<file path="src/rtl/draw_win_screen.sv">
// draw_win_screen
//   End-of-game overlay on the VGA pixel chain. A one-cycle `win` pulse arms
//   the block. From the next frame boundary it fades the picture to black,
//   one step every FADE_FRAMES frames. It then shows a solid banner for
//   HOLD_FRAMES frames, and finally holds a dark screen with `done` high until
//   `restart`. In IDLE the stream is a plain 2-cycle delay.
//
//   Optional feature: define WIN_BANNER_BLINK_EN to blink the banner
//   (16 frames on / 16 frames off) during HOLD.
//
// Ports
//   clk, rst              pixel clock, synchronous active-high reset
//   vga_in_*              hcount/hsync/hblnk/vcount/vsync/vblnk/rgb from the crown stage
//   vga_out_*             same fields to the next stage, 2-cycle latency
//   win                   one-cycle pulse, game won (only honoured in IDLE)
//   restart               one-cycle pulse, back to IDLE (beats win and tick)
//   active                high in every state except IDLE (registered)
//   done                  high in DONE (registered)
module draw_win_screen #(
  parameter int unsigned FADE_FRAMES = 4,
  parameter int unsigned HOLD_FRAMES = 180,
  parameter int unsigned BANNER_X    = 256,
  parameter int unsigned BANNER_Y    = 272,
  parameter int unsigned BANNER_W    = 512,
  parameter int unsigned BANNER_H    = 64,
  parameter logic [11:0] BANNER_RGB  = 12'hFD0
) (
  input  logic        clk,
  input  logic        rst,
  input  logic [10:0] vga_in_hcount,
  input  logic        vga_in_hsync,
  input  logic        vga_in_hblnk,
  input  logic [10:0] vga_in_vcount,
  input  logic        vga_in_vsync,
  input  logic        vga_in_vblnk,
  input  logic [11:0] vga_in_rgb,
  output logic [10:0] vga_out_hcount,
  output logic        vga_out_hsync,
  output logic        vga_out_hblnk,
  output logic [10:0] vga_out_vcount,
  output logic        vga_out_vsync,
  output logic        vga_out_vblnk,
  output logic [11:0] vga_out_rgb,
  input  logic        win,
  input  logic        restart,
  output logic        active,
  output logic        done
);

  // state  | meaning
  // IDLE   | pass-through, waiting for win
  // ARMED  | win seen, waiting for the next frame boundary
  // FADE   | one fade step every FADE_FRAMES ticks, up to 15
  // HOLD   | picture black, banner drawn for HOLD_FRAMES ticks
  // DONE   | picture black, done high until restart
  typedef enum logic [2:0] {S_IDLE, S_ARMED, S_FADE, S_HOLD, S_DONE} state_t;

  localparam logic [9:0]  FADE_LAST = 10'(FADE_FRAMES - 1);
  localparam logic [9:0]  HOLD_LAST = 10'(HOLD_FRAMES - 1);
  // One extra bit so the right/bottom edge sum cannot wrap.
  localparam logic [11:0] X_LO = 12'(BANNER_X);
  localparam logic [11:0] X_HI = 12'(BANNER_X + BANNER_W);
  localparam logic [11:0] Y_LO = 12'(BANNER_Y);
  localparam logic [11:0] Y_HI = 12'(BANNER_Y + BANNER_H);

  state_t      state_q, state_d;
  logic [3:0]  fade_q, fade_d;
  logic [9:0]  frame_cnt_q, frame_cnt_d;
  logic        vsync_prev_q, vsync_prev_d;
  logic        active_q, active_d;
  logic        done_q, done_d;

  // Stage 1: registered copy of the input stream
  logic [10:0] s1_hcount_q, s1_hcount_d;
  logic [10:0] s1_vcount_q, s1_vcount_d;
  logic        s1_hsync_q, s1_hsync_d;
  logic        s1_hblnk_q, s1_hblnk_d;
  logic        s1_vsync_q, s1_vsync_d;
  logic        s1_vblnk_q, s1_vblnk_d;
  logic [11:0] s1_rgb_q, s1_rgb_d;

  // Stage 2: output register
  logic [10:0] s2_hcount_q, s2_hcount_d;
  logic [10:0] s2_vcount_q, s2_vcount_d;
  logic        s2_hsync_q, s2_hsync_d;
  logic        s2_hblnk_q, s2_hblnk_d;
  logic        s2_vsync_q, s2_vsync_d;
  logic        s2_vblnk_q, s2_vblnk_d;
  logic [11:0] s2_rgb_q, s2_rgb_d;

  logic        tick;
  logic        banner_hit;
  logic        banner_on;
  logic [11:0] faded_rgb;

  function automatic logic [3:0] sub_sat(input logic [3:0] a, input logic [3:0] b);
    return (a > b) ? (a - b) : 4'd0;
  endfunction

  assign tick = vga_in_vsync & ~vsync_prev_q;

  // State register (also holds the fade level, frame counter and pipeline)
  always_ff @(posedge clk) begin
    if (rst) begin
      state_q      <= S_IDLE;
      fade_q       <= 4'd0;
      frame_cnt_q  <= 10'd0;
      vsync_prev_q <= 1'b0;
      active_q     <= 1'b0;
      done_q       <= 1'b0;
      s1_hcount_q  <= 11'd0;
      s1_vcount_q  <= 11'd0;
      s1_hsync_q   <= 1'b0;
      s1_hblnk_q   <= 1'b0;
      s1_vsync_q   <= 1'b0;
      s1_vblnk_q   <= 1'b0;
      s1_rgb_q     <= 12'd0;
      s2_hcount_q  <= 11'd0;
      s2_vcount_q  <= 11'd0;
      s2_hsync_q   <= 1'b0;
      s2_hblnk_q   <= 1'b0;
      s2_vsync_q   <= 1'b0;
      s2_vblnk_q   <= 1'b0;
      s2_rgb_q     <= 12'd0;
    end else begin
      state_q      <= state_d;
      fade_q       <= fade_d;
      frame_cnt_q  <= frame_cnt_d;
      vsync_prev_q <= vsync_prev_d;
      active_q     <= active_d;
      done_q       <= done_d;
      s1_hcount_q  <= s1_hcount_d;
      s1_vcount_q  <= s1_vcount_d;
      s1_hsync_q   <= s1_hsync_d;
      s1_hblnk_q   <= s1_hblnk_d;
      s1_vsync_q   <= s1_vsync_d;
      s1_vblnk_q   <= s1_vblnk_d;
      s1_rgb_q     <= s1_rgb_d;
      s2_hcount_q  <= s2_hcount_d;
      s2_vcount_q  <= s2_vcount_d;
      s2_hsync_q   <= s2_hsync_d;
      s2_hblnk_q   <= s2_hblnk_d;
      s2_vsync_q   <= s2_vsync_d;
      s2_vblnk_q   <= s2_vblnk_d;
      s2_rgb_q     <= s2_rgb_d;
    end
  end

  // Next-state logic
  always_comb begin
    state_d      = state_q;
    fade_d       = fade_q;
    frame_cnt_d  = frame_cnt_q;
    vsync_prev_d = vga_in_vsync;

    if (restart) begin
      state_d     = S_IDLE;
      fade_d      = 4'd0;
      frame_cnt_d = 10'd0;
    end else begin
      unique case (state_q)
        S_IDLE: begin
          fade_d      = 4'd0;
          frame_cnt_d = 10'd0;
          if (win) state_d = S_ARMED;
        end
        S_ARMED: begin
          if (tick) begin
            state_d     = S_FADE;
            fade_d      = 4'd0;
            frame_cnt_d = 10'd0;
          end
        end
        S_FADE: begin
          if (tick) begin
            if (frame_cnt_q == FADE_LAST) begin
              frame_cnt_d = 10'd0;
              // The last step is held for a full FADE_FRAMES before HOLD.
              if (fade_q == 4'd15) state_d = S_HOLD;
              else                 fade_d  = fade_q + 4'd1;
            end else begin
              frame_cnt_d = frame_cnt_q + 10'd1;
            end
          end
        end
        S_HOLD: begin
          fade_d = 4'd15;
          if (tick) begin
            if (frame_cnt_q == HOLD_LAST) begin
              state_d     = S_DONE;
              frame_cnt_d = 10'd0;
            end else begin
              frame_cnt_d = frame_cnt_q + 10'd1;
            end
          end
        end
        S_DONE: begin
          fade_d = 4'd15;
        end
        default: begin
          state_d     = S_IDLE;
          fade_d      = 4'd0;
          frame_cnt_d = 10'd0;
        end
      endcase
    end
  end

  // Output logic: status flags and the pixel path
  always_comb begin
    active_d = (state_q != S_IDLE);
    done_d   = (state_q == S_DONE);

    s1_hcount_d = vga_in_hcount;
    s1_vcount_d = vga_in_vcount;
    s1_hsync_d  = vga_in_hsync;
    s1_hblnk_d  = vga_in_hblnk;
    s1_vsync_d  = vga_in_vsync;
    s1_vblnk_d  = vga_in_vblnk;
    s1_rgb_d    = vga_in_rgb;

    banner_hit = ({1'b0, s1_hcount_q} >= X_LO) && ({1'b0, s1_hcount_q} < X_HI) &&
                 ({1'b0, s1_vcount_q} >= Y_LO) && ({1'b0, s1_vcount_q} < Y_HI);
`ifdef WIN_BANNER_BLINK_EN
    banner_on = (state_q == S_HOLD) && banner_hit && !frame_cnt_q[4];
`else
    banner_on = (state_q == S_HOLD) && banner_hit;
`endif

    faded_rgb = {sub_sat(s1_rgb_q[11:8], fade_q),
                 sub_sat(s1_rgb_q[7:4],  fade_q),
                 sub_sat(s1_rgb_q[3:0],  fade_q)};

    s2_hcount_d = s1_hcount_q;
    s2_vcount_d = s1_vcount_q;
    s2_hsync_d  = s1_hsync_q;
    s2_hblnk_d  = s1_hblnk_q;
    s2_vsync_d  = s1_vsync_q;
    s2_vblnk_d  = s1_vblnk_q;

    // Blank forcing applies only while the overlay is engaged, so IDLE stays
    // a bit-exact delay of whatever the upstream stage produces.
    if ((state_q != S_IDLE) && (s1_hblnk_q || s1_vblnk_q)) s2_rgb_d = 12'd0;
    else if (banner_on)                                     s2_rgb_d = BANNER_RGB;
    else                                                    s2_rgb_d = faded_rgb;
  end

  assign vga_out_hcount = s2_hcount_q;
  assign vga_out_vcount = s2_vcount_q;
  assign vga_out_hsync  = s2_hsync_q;
  assign vga_out_hblnk  = s2_hblnk_q;
  assign vga_out_vsync  = s2_vsync_q;
  assign vga_out_vblnk  = s2_vblnk_q;
  assign vga_out_rgb    = s2_rgb_q;
  assign active         = active_q;
  assign done           = done_q;

endmodule

</file>
<file path="config.mk">
export PLATFORM = sky130hd
export DESIGN_NAME = draw_win_screen
export DESIGN_NICKNAME = d
export VERILOG_FILES = /design/src/rtl/draw_win_screen.sv
export SDC_FILE = /design/constraint.sdc
export NUM_CORES = 1
export LEC_CHECK = 0
export CAP_MARGIN = 20
export CORE_MARGIN = 3
export CORE_UTILIZATION = 45
export DETAILED_ROUTE_END_ITERATION = 10
export GPL_TIMING_DRIVEN = 0
export PLACE_DENSITY = 0.73
export SETUP_SLACK_MARGIN = 0.3
export SKIP_LAST_GASP = 1
export SYNTH_ARGS = -nofsm -noshare
export SYNTH_HDL_FRONTEND = slang
export SYNTH_SLANG_ARGS = --single-unit
</file>
<file path="constraint.sdc">
create_clock -name clk -period 2.5 [get_ports clk]
set_clock_uncertainty 0.1 [all_clocks]
set_input_delay 0.375 -clock clk [delete_from_list [all_inputs] [get_ports clk]]
set_output_delay 0.375 -clock clk [all_outputs]
set_load 0.01 [all_outputs]
</file>
**After elaboration in Yosys (flattened, before gate mapping)**

Cells that the tools add are included.

- Logic and storage cells: 92
- Input port bits: 42
- Output and inout bits: 40
- Bits in registers: 95

- Equal/unequal tests: 15
- $add $sub $neg: 5
- Mux-type cells: 23
- $lt $le $gt $ge: 7
- Reductions and logical operators: 16
- Bitwise operators: 5

Operators by type and width:

| kind | count |
|---|---|
| 10-bit 2-to-1 mux | 5 |
| 10-bit one-hot mux with 4 select lines | 1 |
| 4-bit 2-to-1 mux | 7 |
| 11-bit by 9-bit greater-or-equal comparator with 1-bit output, second input constant | 2 |
| 3-bit 2-to-1 mux | 7 |
| 2-bit inequality test, second input constant | 8 |
| 3-bit one-hot mux with 5 select lines | 1 |
| 4-bit > comparator | 3 |
| 12-bit 2-to-1 mux | 1 |
| 4-bit one-hot mux with 3 select lines | 1 |
| 4-bit subtractor | 3 |
| 11-bit by 10-bit less-than comparator with 1-bit output, second input constant | 1 |
| 11-bit by 9-bit less-than comparator with 1-bit output, second input constant | 1 |
| 10-bit by 1-bit adder with 10-bit output, second input constant | 1 |
| 10-bit by 2-bit equality test with 1-bit output, second input constant | 1 |
| 10-bit by 8-bit equality test with 1-bit output, second input constant | 1 |
| 4-bit AND reduction | 2 |
| 8-bit AND reduction | 1 |
| 4-bit OR reduction | 2 |
| 3-bit by 2-bit equality test with 1-bit output, second input constant | 2 |
| 2-bit OR reduction | 3 |
| 1-bit logical AND | 5 |
| 4-bit by 1-bit adder with 4-bit output, second input constant | 1 |
| 4-bit equality test, second input constant | 1 |
| 7 further kinds | 10 |

**Longest topological paths before layout**

Gate-level depths: netlist of the first run.

- Depth after elaboration: 6
- Mapped depth: 9
- Mapped depth without buffers: 9

**Worst setup path after synthesis of the first run**

OpenSTA, ideal clock, no wires.

- Kind: reg-to-reg
- Start point: reg state_q[0]
- End point: reg state_q[0]
- Path slack: 417 ps
- Required time: 2330 ps
- Setup time: 70 ps
- Stages on the path, launching flop included: 7
- Arrival time: 1913 ps
- Buffers on the path: 1
- Cells stage by stage: dfxtp_1 buf_6 or4_4 a211oi_4 o211ai_2 or4_1 a21oi_1

- Cells in the longest elaborated chain, start to end: 3
- Elaborated cells on any way between the ends: 15

Ends and longest elaborated chain:

| what | RTL line | source |
|---|---|---|
| from (decl) | 66 | `state_t state_q, state_d;` |
| from (signal assigned) | 126 | `state_q <= state_d;` |
| 3-bit by 2-bit equality test with 1-bit output (tied with other cells) | 161 | `unique case (state_q)` |
| 2-bit inequality test (no source line) / 1-bit inverter (equally long branches) | -- |  |
| 8-bit AND reduction (no source line) | -- |  |

Parallel ways exist; a longest one is shown, timed or not.
A chain may end at the register's enable or synchronous reset.

**Worst setup path in the final report of the first run**

Ends and elaborated chain as after synthesis.

==> impl_metrics.env, run 1 <==
export IMPL_use_met3=0.04222
export IMPL_num_fill_cells=685
export IMPL_top_usage_layer="met2"
export IMPL_drive_above_1_share=0.08351
export IMPL_ios=82
export IMPL_die_area_um2=9230
export IMPL_reg2reg_slack_ns=0.31
export IMPL_syn_to_final_growth_pct=32.76
export IMPL_antenna_cells=0
export IMPL_yosysTopAreaCell="dfxtp_1"
export IMPL_synthesis_nets=426
export IMPL_slew_headroom=0.5953
export IMPL_crit_required_ns=2.69
export IMPL_clk_path_buf_depth=2
export IMPL_maxCapViolCount=0
export IMPL_core_area_um2=7807
export IMPL_totalWireLength_um=7559
export IMPL_postRouteAntennaNets=0
export IMPL_crit_arrival_ns=2.38
export IMPL_viasPerCell=4.907
export IMPL_multi_input_area_um2=1664
export IMPL_finish_utilization=0.6208
export IMPL_startpoint_type="register"
export IMPL_final_common_cell="dfxtp_1"
export IMPL_p_leak_nw=1.791
export IMPL_finalSetupViolCount=0
export IMPL_drc=0
export IMPL_status="finished, final reports clean"
export IMPL_grt_overflow=0
export IMPL_holdWs_ns=0.3442
export IMPL_vdd_ir_drop_max_mv=0.3316
export IMPL_final_cells=569
export IMPL_routedWlPerCell_um=13.28
export IMPL_ys_ff_latch=95
export IMPL_fin_crit_sh=0.8769
export IMPL_regArea_um2=1906
export IMPL_dp_slack_ns=0.005173
export IMPL_final_cell_mix="92 x dfxtp_1, 81 x clkdlybuf4s50_1, 68 x nor2b_1, 24 x nor2_1, 18 x nand2_1"
export IMPL_first_global_vias=2628
export IMPL_cp_max_fo=6
export IMPL_dpl_cell_area_um2=4589
export IMPL_globalplace_congestion=0.8082
export IMPL_fmax_mhz=456.2
export IMPL_antenna_found_initial=0
export IMPL_ys_warn_count=0
export IMPL_nNetsFinal=521
export IMPL_worstRegToRegCells=6
export IMPL_worstSetupPathType="reg -> reg"
export IMPL_dr_first_iter_drc_count=112
export IMPL_portBuffers=81
export IMPL_grt_max_degree=18
export IMPL_grt_use_total=0.1708
export IMPL_synth_edf_count=0
export IMPL_min_path_type="reg -> reg"
export IMPL_synth_cell_types=45
export IMPL_min_period_ns=2.192
export IMPL_fin_area_um2=4847
export IMPL_first_pass_iters=4
export IMPL_tightest_slew_ns=0.6015
export IMPL_cts_hold_buffers_added=0
export IMPL_netlist_instances=367
export IMPL_grt_pass1_wl_um=12050
export IMPL_clock_sinks=95
export IMPL_insertion_delay_ns=0.36
export IMPL_chipHeight_um=96.08
export IMPL_dr_total_vias=2792
export IMPL_worst_slack_ns=0.3079
export IMPL_grt_use_met2=0.2783
export IMPL_cts_tree="built"
export IMPL_hold_depth=1
export IMPL_cts_buffers=9
export IMPL_synth_top_area_share=0.5209
export IMPL_dp_hpwl_um=5618
export IMPL_hold_viol_final=0
export IMPL_rsz0062_at_grt="true"
export IMPL_netlist_area_um2=3651
export IMPL_p_per_area_nw_per_um2=602.4
export IMPL_slew_viol_final=0
export IMPL_cts_root_buf="clkbuf_8"
export IMPL_start_util=0.4676
export IMPL_yosysSeqAreaShare=0.5209
export IMPL_tns_ns=0
export IMPL_rows=32
export IMPL_total_power_mw=2.920
export IMPL_dieWidth_um=96.08
export IMPL_crit_path_end_kind="register"
export IMPL_cts_htree_levels=3
export IMPL_placedCellCount=550
export IMPL_synth_area_top_cells="dfxtp_1 52%, nor2b_1 12%, ha_1 4.8%"
export IMPL_use_met1=0.2140
export IMPL_synth_ff_type="dfxtp_1"
export IMPL_clkTransAtPathRegs_ns=0.09
export IMPL_postSynthAreaPerCell_um2=9.948
export IMPL_synthArstFlopShare=0
[Yosys cell counts (all sizes together) (3+ instances only)]
cell type / n
a211oi: 3
nand2: 18
a21oi: 16
nor3: 7
and4: 3
fa: 3
xor2: 4
nor4: 4
nor2b: 69
nand3: 6
or4: 4
inv: 14
or2: 3
ha: 14
xnor2: 10
nor2: 24
a21o: 6
dfxtp: 95
clkbuf: 13
nand4: 5
o31ai: 3
and2: 3
nand2b: 6
o21ai: 9
[what timing repair did]
action	in CTS	in global routing
resized for setup	1	12
endpoints found under the setup margin	4	17
pin swaps	1	5
setup buffers	0	3
[cells by family (layout without fill, tap and decap cells)]
group | Yosys count | after routing | synth area share
buffers and inverters | 28 | 128 | 0.03084
DFF | 95 | 95 | 0.5209
muxes | 2 | 2 | 0.005483
and+or+nand+nor | 162 | 162 | 0.2550
xor gates and xnor gates | 14 | 14 | 0.03358
AOI/OAI and AO/OA | 49 | 49 | 0.08979
adders and majority gates | 17 | 17 | 0.06443
[path summary, 6_finish.rpt]
check / startpoint / to
max: state_q[0] / state_q[0]
min: s1_hcount_q[4] / vga_out_hcount[4]
max reg2reg: state_q[0] / state_q[0]
min reg2reg: s1_hcount_q[4] / vga_out_hcount[4]
[power breakdown]
part	internal (mW)	switching [mW]	leakage (nW)	total [mW]
Clock	0.477	0.555	0.0954	1.03
Sequential	1.57	0.0191	0.783	1.59
Combinational	0.174	0.123	0.913	0.296
[layout make-up]
type	count	share of cell area
tap	102	0.02633
clock buffer	10	0.02633
buffer	14	0.01291
clock inverter	6	0.01523
sequential	95	0.3931
multi-input combinational	244	0.3433
inverter	14	0.01084
timing repair buffer	84	0.1719
[critical path: stages, from the launching register on]
cell,delay (ns)
dfxtp_2,0.33
buf_6,0.12
or4_4,0.49
a211oi_4,0.33
o211ai_2,0.16
or4_4,0.44
a21oi_2,0.16
[flip-flops by register name, summed over array words and instances (netlist names)]
name	count
fade_q	4
vga_out_rgb	12
active	1
vga_out_vsync	1
s1_vcount_q	11
s1_hcount_q	11
vga_out_hcount	11
vga_out_vcount	11
vga_out_hblnk	1
vga_out_hsync	1
state_q	3
s1_hsync_q	1
frame_cnt_q	10
s1_rgb_q	12
s1_vsync_q	1
done	1
vga_out_vblnk	1
s1_hblnk_q	1
s1_vblnk_q	1
[layer usage]
metal	vias to the layer above	share of wire
met1	1268	0.43
met4	0	0.020
met2	89	0.49
met5	-	0
li1	1421	-
met3	14	0.059
Power figures use the tool's default switching activity.
==> run 2: changes to the inputs <==
--- a/config.mk
+++ b/config.mk
@@ -7,12 +7,13 @@
 export LEC_CHECK = 0
 export CAP_MARGIN = 20
 export CORE_MARGIN = 3
-export CORE_UTILIZATION = 45
+export CORE_UTILIZATION = 40
 export DETAILED_ROUTE_END_ITERATION = 10
 export GPL_TIMING_DRIVEN = 0
-export PLACE_DENSITY = 0.73
+export PLACE_DENSITY = 0.66
 export SETUP_SLACK_MARGIN = 0.3
 export SKIP_LAST_GASP = 1
 export SYNTH_ARGS = -nofsm -noshare
 export SYNTH_HDL_FRONTEND = slang
 export SYNTH_SLANG_ARGS = --single-unit
+export TNS_END_PERCENT = 50
==> run 2 against run 1 <==
Effect of this change: wire length is 2.5% higher; via count is 0.43% higher; final cell count is 0.88% higher; highest routed layer unchanged; critical endpoint unchanged.
==> impl_metrics.env, run 2 (same netlist as run 1, synthesis figures left out) <==
export IMPL_tightest_slew_ns=0.5132
export IMPL_hold_end="vga_out_hsync"
export IMPL_cts_hold_buffers_added=0
export IMPL_min_period_ns=2.136
export IMPL_viasPerCell=4.885
export IMPL_p_leak_nw=1.789
export IMPL_dieWidth_um=101.5
export IMPL_cts_htree_levels=3
export IMPL_final_cells=574
export IMPL_clkTransAtPathRegs_ns=0.10
export IMPL_antenna_found_initial=0
export IMPL_dr_first_iter_drc_count=160
export IMPL_cts_tree="built"
export IMPL_rr_endpoint="state_q[0]"
export IMPL_final_cell_mix="93 x dfxtp_1, 81 x clkdlybuf4s50_1, 67 x nor2b_1, 24 x nor2_1, 18 x nand2_1"
export IMPL_globalplace_congestion=0.8481
export IMPL_hold_depth=1
export IMPL_die_area_um2=10310
export IMPL_final_common_cell="dfxtp_1"
export IMPL_portBuffers=81
export IMPL_chipHeight_um=101.5
export IMPL_route_met2_wl_um=3568
export IMPL_worstReg2RegStart="state_q[0]"
export IMPL_cts_buffers=9
export IMPL_postRouteAntennaNets=0
export IMPL_drive_above_1_share=0.07725
export IMPL_grt_pass1_wl_um=12770
export IMPL_core_area_um2=8806
export IMPL_startpoint_type="register"
export IMPL_fin_crit_sh=0.8545
export IMPL_vdd_ir_drop_max_mv=0.4437
export IMPL_dp_hpwl_um=5815
export IMPL_reg2reg_slack_ns=0.36
export IMPL_worstHoldStart="s1_hsync_q"
export IMPL_cts_root_buf="clkbuf_8"
export IMPL_drt_met1_wl_um=3472
export IMPL_placedCellCount=556
export IMPL_worstRegToRegCells=6
export IMPL_ios=82
export IMPL_dr_total_vias=2804
export IMPL_syn_to_final_growth_pct=32.90
export IMPL_slew_headroom=0.6552
export IMPL_fmax_mhz=468.1
export IMPL_routed_wl_met3_um=671
export IMPL_finalSetupViolCount=0
export IMPL_min_path_type="reg -> reg"
export IMPL_cp_max_fo=9
export IMPL_crit_required_ns=2.69
export IMPL_hold_viol_final=0
export IMPL_p_per_area_nw_per_um2=605.7
export IMPL_clk_path_buf_depth=2
export IMPL_grt_overflow=0
export IMPL_first_global_vias=2781
export IMPL_status="finished, final reports clean"
export IMPL_insertion_delay_ns=0.35
export IMPL_totalWireLength_um=7751
export IMPL_grt_use_total=0.1575
export IMPL_nNetsFinal=520
export IMPL_finish_utilization=0.5510
export IMPL_rows=34
export IMPL_crit_arrival_ns=2.33
export IMPL_grt_max_degree=19
export IMPL_routedWlPerCell_um=13.50
export IMPL_crit_path_end_kind="register"
export IMPL_clock_sinks=95
export IMPL_start_util=0.4146
export IMPL_maxCapViolCount=0
export IMPL_startpoint="state_q[0]"
export IMPL_worstSetupPathType="reg -> reg"
export IMPL_tns_ns=0
export IMPL_slew_viol_final=0
export IMPL_drc=0
export IMPL_routed_top_layer="met4"
export IMPL_antenna_cells=0
export IMPL_first_pass_iters=4
export IMPL_rsz0062_at_grt="true"
[run 2: repair_timing]
item	4_1_cts	5_1_grt
gates resized for setup	1	8
endpoints found under the setup margin	3	18
pin swaps	0	4
setup buffers	0	2
[run 2: routing by layer]
layer	track usage	vias up
met1	0.1981	1294
met2	0.2485	91
li1	-	1416
met4	0.05419	0
met5	0	-
met3	0.05992	3
[run 2: layout make-up]
type	instances	area (um2)
Buffer	14	61.31
Clock buffer	9	123.9
Fill cell	782	3954
Multi-Input combinational cell	244	1659
Tap cell	108	135.1
Timing Repair Buffer	83	825.8
Clock inverter	7	90.09
Inverter	14	52.55
Sequential cell	95	1904
[run 2: worst max path at each step]
stage                           endpoint  slack, ns  cells after the start
after floorplan               state_q[0]       0.42                      6
after global placement    frame_cnt_q[8]       0.03                      6
after detailed placement  frame_cnt_q[8]       0.01                      6
after CTS                     state_q[0]       0.27                      6
after global routing      frame_cnt_q[9]       0.27                      6
final                         state_q[0]       0.36                      6
[run 2: power by group]
part,total (mW),leakage (nW),internal (mW),switching [mW]
clock,1.05,0.101,0.485,0.569
sequential,1.59,0.782,1.57,0.0197
combinational,0.294,0.905,0.171,0.123
[run 2: critical path: stages (launching register included)]
cell      delay [ns]
dfxtp_1         0.32
buf_6           0.13
or4_4           0.54
a211oi_4        0.28
o211ai_2        0.15
or4_1           0.41
a21oi_1         0.14
[run 2: stage by stage]
step / total power [mW] / instance area [um2] / worst slack, ns / hold WS [ns]
5_1_grt: 3.072 / 4852 / 0.2675 / 0.3609
6_report: 2.939 / 4852 / 0.3637 / 0.3423
4_1_cts: 2.973 / 4820 / 0.2739 / 0.3424
2_1_floorplan: 1.769 / 3651 / 0.4172 / 0.3138
3_5_place_dp: 1.921 / 4597 / 0.01310 / 0.3204
3_3_place_gp: 1.915 / 4597 / 0.02810 / 0.3160
==> run 3: changes to the inputs <==
--- a/config.mk
+++ b/config.mk
@@ -6,7 +6,6 @@
 export NUM_CORES = 1
 export LEC_CHECK = 0
 export CAP_MARGIN = 20
-export CORE_MARGIN = 3
 export CORE_UTILIZATION = 40
 export DETAILED_ROUTE_END_ITERATION = 10
 export GPL_TIMING_DRIVEN = 0
==> constraint.sdc (replaced) <==
create_clock -name clk -period 2.6 [get_ports clk]
set_clock_uncertainty 0.1 [all_clocks]
set_input_delay 0.39 -clock clk [delete_from_list [all_inputs] [get_ports clk]]
set_output_delay 0.39 -clock clk [all_outputs]
set_load 0.01 [all_outputs]
==> run 3 against run 2 <==
Effect of this change: register-to-register slack gained 0.05 ns; final area is 0.21% lower; combinational power fell by 4%; critical path depth stayed put; via count increased by 0.18%; sequential power decreased by 4%; clock power is essentially flat; critical endpoint unchanged; largest power group unchanged; highest routed layer unchanged.
==> impl_metrics.env, run 3 (same netlist as run 1, synthesis figures left out) <==
export IMPL_status="finished, final reports clean"
export IMPL_ios=82
export IMPL_path_buf_inv=1
export IMPL_crit_arrival_ns=2.39
export IMPL_crit_path_end_kind="register"
export IMPL_finalSetupViolCount=0
export IMPL_p_per_area_nw_per_um2=591.2
export IMPL_cts_htree_levels=3
export IMPL_worst_slack_ns=0.4145
export IMPL_clk_path_buf_depth=2
export IMPL_fin_area_um2=4842
export IMPL_holdWs_ns=0.3435
export IMPL_p_leak_nw=1.793
export IMPL_worstSetupPathType="reg -> reg"
export IMPL_first_pass_iters=4
export IMPL_min_path_type="reg -> reg"
export IMPL_startpoint_type="register"
export IMPL_dr_total_vias=2809
export IMPL_slowest_delay_ns=0.54
export IMPL_chipHeight_um=97.54
export IMPL_grt_max_degree=20
export IMPL_globalplace_congestion=0.8145
export IMPL_path_cells="buf_6 > or4_4 > a211oi_4 > o211ai_2 > or4_1 > a21oi_1"
export IMPL_viasPerCell=4.894
export IMPL_routedWlPerCell_um=13.43
export IMPL_antenna_found_initial=0
export IMPL_tightest_slew_ns=0.5648
export IMPL_clkTransAtPathRegs_ns=0.10
export IMPL_antenna_cells=0
export IMPL_worstHoldStart="s1_vcount_q[1]"
export IMPL_min_period_ns=2.186
export IMPL_tns_ns=0
export IMPL_dpl_cell_area_um2=4597
export IMPL_drc=0
export IMPL_cts_tree="built"
export IMPL_maxCapViolCount=0
export IMPL_cts_hold_buffers_added=0
export IMPL_slew_headroom=0.6205
export IMPL_start_util=0.4166
export IMPL_vdd_ir_drop_max_mv=0.3571
export IMPL_total_power_mw=2.863
export IMPL_grt_pass1_wl_um=12840
export IMPL_postRouteAntennaNets=0
export IMPL_nNetsFinal=520
export IMPL_rows=34
export IMPL_hold_viol_final=0
export IMPL_grt_use_total=0.1724
export IMPL_grt_overflow=0
export IMPL_cpMaxStageDelayCell="or4_4"
export IMPL_cp_max_fo=9
export IMPL_num_fill_cells=832
export IMPL_crit_family="simple AND/OR/NAND/NOR gates"
export IMPL_dp_slack_ns=0.1025
export IMPL_dp_hpwl_um=5733
export IMPL_dieWidth_um=97.54
export IMPL_cts_buffers=9
export IMPL_final_common_cell="dfxtp_1"
export IMPL_drive_above_1_share=0.06438
export IMPL_cts_root_buf="clkbuf_8"
export IMPL_portBuffers=81
export IMPL_crit_required_ns=2.80
export IMPL_fmax_mhz=457.6
export IMPL_slew_viol_final=0
export IMPL_insertion_delay_ns=0.37
export IMPL_clock_sinks=95
export IMPL_rsz0062_at_grt="true"
export IMPL_dr_first_iter_drc_count=122
export IMPL_fin_crit_sh=0.8406
export IMPL_startpoint="state_q[0]"
export IMPL_totalWireLength_um=7706
export IMPL_syn_to_final_growth_pct=32.62
export IMPL_core_area_um2=8763
export IMPL_first_global_vias=2676
export IMPL_worstReg2RegStart="state_q[0]"
export IMPL_final_cell_mix="95 x dfxtp_1, 81 x clkdlybuf4s50_1, 69 x nor2b_1, 24 x nor2_1, 18 x nand2_1"
export IMPL_die_area_um2=9513
[run 3: changes by cell type in the layout (fill, tap and decap cells not counted)]
cell	previous run	this run
nor2b_2	2	0
clkinvlp_4	2	1
nand3_2	1	0
or4_4	2	1
or4_1	2	3
inv_6	2	1
nand3_1	5	6
inv_8	1	3
nor2b_1	67	69
dfxtp_1	93	95
dfxtp_2	2	0
[run 3: cell type report]
type / instances / area [um2] / area share
clock inverter: 7 / 96.34 / 0.01990
inverter: 14 / 52.55 / 0.01085
timing repair buffer: 83 / 825.8 / 0.1705
tap: 108 / 135.1 / 0.02791
buffer: 14 / 61.31 / 0.01266
multi-input combinational: 244 / 1645 / 0.3398
clock buffer: 9 / 123.9 / 0.02558
sequential: 95 / 1902 / 0.3928
[run 3: worst paths after layout]
check                                          to  slack, ns  cells after the start
worst max-delay path                   state_q[0]       0.41                      6
worst min-delay path            vga_out_vcount[1]       0.34                      1
worst max register to register         state_q[0]       0.41                      6
worst min register to register  vga_out_vcount[1]       0.34                      1
[run 3: routing by layer]
layer	global-route usage	vias up	part of all wire
met5	0	-	0
met4	0.03959	0	0.011
met3	0.07050	8	0.069
met2	0.2856	86	0.48
met1	0.2084	1295	0.44
li1	-	1420	-
[run 3: where the power goes]
group | internal (mW) | switching [mW] | total [mW]
sequential | 1.51 | 0.0190 | 1.53
combinational | 0.163 | 0.119 | 0.282
clock | 0.476 | 0.574 | 1.05
[run 3: repair_timing]
item | 4_1_cts | 5_1_grt
setup buffers | 0 | 2
setup endpoints to repair | 0 | 13
gates resized for setup | 0 | 3
[run 3: per-stage QoR]
stage,cells,util
2_1_floorplan,367,-
3_3_place_gp,556,0.5246
3_5_place_dp,556,0.5246
4_1_cts,572,0.5497
5_1_grt,574,0.5525
6_report,574,0.5525
